<file path="src/rtl/xor_gate_pkg.sv">
// xor_gate shared constants and helpers.
// Counter width default and saturating increment.
package xor_gate_pkg;

  localparam int CNT_W_DEF = 16;

  function automatic logic [31:0] sat_inc(
    input logic [31:0] v,
    input logic [31:0] max,
    input logic        inc
  );
    if (inc && (v != max))
      return v + 32'd1;
    return v;
  endfunction

endpackage

</file>
<file path="src/rtl/xor_gate_xor_cell.sv">
// Two-input combinational XOR cell.
// X/Z on either operand propagates as X.
module xor_cell (
  input  logic a_i,
  input  logic b_i,
  output logic y_o
);

  assign y_o = a_i ^ b_i;

endmodule

</file>
<file path="src/rtl/xor_gate.sv">
// XOR gate with registered copy, edge pulses,
// running parity and saturating mismatch counter.
module xor_gate
  import xor_gate_pkg::*;
#(
  parameter int CNT_W = CNT_W_DEF
) (
  input  logic             clk,
  input  logic             rst_n,
  input  logic             a,
  input  logic             b,
  input  logic             en,
  input  logic             clr,
  output logic             y,
  output logic             y_q,
  output logic             y_rise,
  output logic             y_fall,
  output logic             parity,
  output logic [CNT_W-1:0] diff_cnt,
  output logic             cnt_sat
);

  localparam logic [CNT_W-1:0] CNT_MAX = '1;

  logic             yq_q,   yq_d;
  logic             rise_q, rise_d;
  logic             fall_q, fall_d;
  logic             par_q,  par_d;
  logic [CNT_W-1:0] cnt_q,  cnt_d;

  xor_cell u_cell (
    .a_i (a),
    .b_i (b),
    .y_o (y)
  );

  always_comb begin
    yq_d   = yq_q;
    rise_d = 1'b0;
    fall_d = 1'b0;
    par_d  = par_q;
    cnt_d  = cnt_q;
    // clear wins over enable and suppresses both pulses
    if (clr) begin
      yq_d  = 1'b0;
      par_d = 1'b0;
      cnt_d = '0;
    end else if (en) begin
      yq_d   = y;
      rise_d = ~yq_q & y;
      fall_d = yq_q & ~y;
      par_d  = par_q ^ y;
      cnt_d  = CNT_W'(sat_inc(32'(cnt_q),
                              32'(CNT_MAX), y));
    end
  end

  always_ff @(posedge clk or negedge rst_n) begin
    if (!rst_n) begin
      yq_q   <= 1'b0;
      rise_q <= 1'b0;
      fall_q <= 1'b0;
      par_q  <= 1'b0;
      cnt_q  <= '0;
    end else begin
      yq_q   <= yq_d;
      rise_q <= rise_d;
      fall_q <= fall_d;
      par_q  <= par_d;
      cnt_q  <= cnt_d;
    end
  end

  assign y_q      = yq_q;
  assign y_rise   = rise_q;
  assign y_fall   = fall_q;
  assign parity   = par_q;
  assign diff_cnt = cnt_q;
  assign cnt_sat  = (cnt_q == CNT_MAX);

endmodule

</file>
<file path="config.mk">
export PLATFORM = sky130hd
export DESIGN_NAME = xor_gate
export DESIGN_NICKNAME = d
export VERILOG_FILES = /design/src/rtl/xor_gate_pkg.sv /design/src/rtl/xor_gate_xor_cell.sv /design/src/rtl/xor_gate.sv
export SDC_FILE = /design/constraint.sdc
export NUM_CORES = 1
export LEC_CHECK = 0
export ABC_AREA = 1
export CORE_ASPECT_RATIO = 0.7
export CORE_MARGIN = 2
export CORE_UTILIZATION = 25
export CTS_CLUSTER_DIAMETER = 40
export DETAILED_ROUTE_END_ITERATION = 12
export PLACE_DENSITY = 0.55
export SLEW_MARGIN = 40
export SYNTH_ARGS = -nofsm -noshare
export SYNTH_HDL_FRONTEND = slang
export SYNTH_SLANG_ARGS = --single-unit
</file>
<file path="constraint.sdc">
create_clock -name clk -period 1.8 [get_ports clk]
set_clock_uncertainty 0.15 [all_clocks]
set_input_delay 0.27 -clock clk [delete_from_list [all_inputs] [get_ports clk]]
set_output_delay 0.27 -clock clk [all_outputs]
set_load 0.02 [all_outputs]
</file>
==> results of run 1 <==
==> logic make-up after synthesis <==
logic type	Yosys count
simple gates	108
flops	20
fa+ha+maj	1
xor+xnor	5
buf+inv	15
compound gates	10
==> power groups by stage <==
stage	combinational, mW	clock [mW]	sequential [mW]
floorplan	0.0492	0	0.483
global placement	0.143	0	0.471
detailed placement	0.143	0	0.471
CTS	0.142	0.476	0.462
global route	0.158	0.497	0.463
finish	0.144	0.468	0.462
==> cell type report <==
class	count	area (µm²)	area share (%)
Clock buffer	3	41.29	2.185
Clock inverter	1	30.03	1.589
Inverter	12	45.04	2.384
Multi-Input combinational cell	124	643.1	34.04
Sequential cell	20	503.0	26.62
Tap cell	55	68.82	3.642
Timing Repair Buffer	63	558.0	29.54
==> cell usage in the layout, fill, tap and decap left out <==
master / synthesis / layout
inv_2: 1 / 1
a21oi_1: 2 / 2
buf_6: 1 / 2
nand3_2: 0 / 1
buf_4: 0 / 35
bufinv_16: 0 / 1
nor2_1: 16 / 16
dlygate4sd2_1: 0 / 6
nand2_4: 1 / 1
nor2_8: 1 / 1
ha_2: 0 / 1
o21ai_1: 1 / 2
o21ai_0: 3 / 2
dlymetal6s2s_1: 0 / 8
nand2_1: 58 / 58
nand3_1: 10 / 9
xor2_1: 4 / 4
or2_2: 2 / 2
dfrtp_2: 0 / 2
o21bai_1: 4 / 4
xnor2_2: 0 / 1
clkdlybuf4s50_1: 0 / 12
clkbuf_8: 0 / 3
inv_1: 11 / 11
nand4_1: 15 / 15
nor2_4: 3 / 3
nor4_1: 1 / 1
dfrtp_1: 20 / 18
nand2_2: 1 / 1
==> routing by layer <==
layer,vias to the layer above,wire [µm]
met3,0,222
met2,24,1410
met1,570,1787
met5,-,0
li1,646,-
met4,0,0
==> what timing repair did <==
action	CTS	global route
resized for setup	11	14
hold buffers	0	0
setup endpoints to repair	8	26
pin swaps	0	2
==> sequential cells by signal (all words and copies together), names as in the netlist <==
register  flops
diff_cnt     16
parity        1
y_fall        1
y_q           1
y_rise        1
==> worst paths after layout <==
kind	startpoint	end	slack (ns)
max	diff_cnt[0]$_DFFE_PN0P_	diff_cnt[0]	0.03
min	rst_n	diff_cnt[9]$_DFFE_PN0P_	0.18
max reg2reg	diff_cnt[0]$_DFFE_PN0P_	diff_cnt[13]$_DFFE_PN0P_	0.09
min reg2reg	y_q$_DFFE_PN0P_	y_rise$_DFF_PN0_	0.34
max in group asynchronous	rst_n	diff_cnt[0]$_DFFE_PN0P_	1.07
min in group clk	y_q$_DFFE_PN0P_	y_rise$_DFF_PN0_	0.34
==> worst reg2reg max path: cells and delay by family, from the launching register on <==
family | cells | cell delay (ns)
buffers and inverters | 3 | 0.34
flip-flops | 1 | 0.42
AND/OR/NAND/NOR | 6 | 0.54
adder cells (fa/ha/maj) | 1 | 0.20
==> flow_summary.json, run 1 <==
{
  "hold_slack_ns": 0.1850,
  "syn2layout_area_growth_pct": 58.28,
  "clk_pin_slew_worst_paths_ns": 0.09,
  "via_count": 1240,
  "drive_above_1_share_pct": 24.66,
  "use_met3_pct": 3.699,
  "cts.sinks": 20,
  "syn-cell-area_um2": 1194,
  "path_max_fanout": 3,
  "antenna_cells": 0,
  "postPlaceCellArea_um2": 1785,
  "yosys.area_share.simple_pct": 42.87,
  "cp_top_family": "buffers and inverters",
  "synth_top_area_cell": "dfrtp_1",
  "grt_usage_pct": 13.88,
  "vdd_drop_max_mv": 0.2665,
  "grtUsageMet1_pct": 20.42,
  "min_period_ns": 1.772,
  "worst-r2r-cell-count": 10,
  "postCtsSetupRepairBufs": 0,
  "use_met2_pct": 21.32,
  "yosys.area.top_type_share_pct": 41.93,
  "die_width_um": 86.59,
  "crit_slowest_cell": "clkdlybuf4s50_1",
  "tightestPinTransition_ns": 0.2812,
  "hp-class": "in -> async",
  "synth_seq_cells": 20,
  "cts_buffer_depth": 2,
  "cp-start-kind": "flip-flop",
  "yosys_warnings": 0,
  "pin_count": 28,
  "synth.yosys.seq_area_share_pct": 41.93,
  "power_switching_uw": 253.7,
  "rsz0062_at_grt": "true",
  "drt_wl_total_mm": 3.420,
  "placementRows": 20,
  "power_mw": 1.074,
  "hold_viol": 0,
  "cts_tree": "done",
  "place_ws_ns": -0.1535,
  "fin_area_um2": 1889,
  "antenna_found_initial": 0,
  "synth.area.top_cells": "dfrtp_1, nand2_1, nand4_1",
  "core-area_um2": 4454,
  "syn_avg_cell_area_um2": 7.507,
  "initial_utilization_pct": 26.80,
  "synth.area.mux_share_pct": 0,
  "p_seq_share_pct": 43.0,
  "drv_cap": 0,
  "syn_nets": 166,
  "grt_pass1_vias": 1228,
  "maxSlewViolCount": 0,
  "wl_per_cell_um": 12.30,
  "synthArstFlopShare_pct": 100.0,
  "cts_root_buf": "clkbuf_8",
  "port_buffers": 27,
  "drtAntennaViolNets": 0,
  "critical_path_cell_count": 2,
  "dpl.cell_count": 274,
  "status": "finished, final reports clean",
  "synth-compound-area-share_pct": 5.031,
  "synth_top_family_by_area": "simple AND/OR/NAND/NOR gates",
  "grt_busiest_layer": "met2",
  "path_cells": "buf_4 -> clkdlybuf4s50_1",
  "vias_per_cell": 4.460,
  "fin_tns_setup_ns": 0,
  "p_int_uw": 820.6,
  "synth_ff_type": "dfrtp_1",
  "nets": 231,
  "criticalPathCategory": "reg -> out",
  "utilization_pct": 42.42,
  "synth_cell_types": 23,
  "drc": 0,
  "end_kind": "output pin",
  "clk_latency_ns": 0.27,
  "synth_xor_area_share_pct": 3.669,
  "timing.fmax_mhz": 564.5,
  "power_frac_comb_pct": 13.4,
  "grt_pass1_wl_mm": 5.768,
  "fillers": 461,
  "synthAdderAreaFrac_pct": 1.048,
  "maxSlewHeadroom_pct": 81.26,
  "syn_inst": 159,
  "die_height_um": 61.81,
  "netSwitchingFraction_pct": 23.62,
  "drt-pass1-iter-count": 4,
  "cpPeakStageDelay_ns": 0.53,
  "stdcell_count": 278,
  "htree_levels": 1,
  "fin_crit_sh_pct": 98.42,
  "pwr-share-clk_pct": 43.5,
  "synth.most_common_cell": "nand2_1",
  "arrival_ns": 1.35,
  "grt_max_degree": 21,
  "path_buf_inv": 2,
  "synth-edff-count": 0,
  "power_density_nw_per_um2": 568.6,
  "overflow": 0,
  "cts_buffers": 3,
  "die-area_um2": 5352,
  "dp_hpwl_mm": 2.586,
  "setup_viol": 0,
  "p_leak_nw": 1.081,
  "finalWorstSetupSlack_ns": 0.02849,
  "drtIter0Drc": 43,
  "synthTopCellsByCount": "nand2_1, dfrtp_1, nor2_1",
  "cp.required_ns": 1.38,
  "place_congestion": 0.8478
}
Power figures use the tool's default switching activity.
==> run 2: changes to the inputs <==
- CAP_MARGIN: not set -> 20
==> results of run 2 <==
The final DEF is identical to that of run 1; final timing and power are the same.
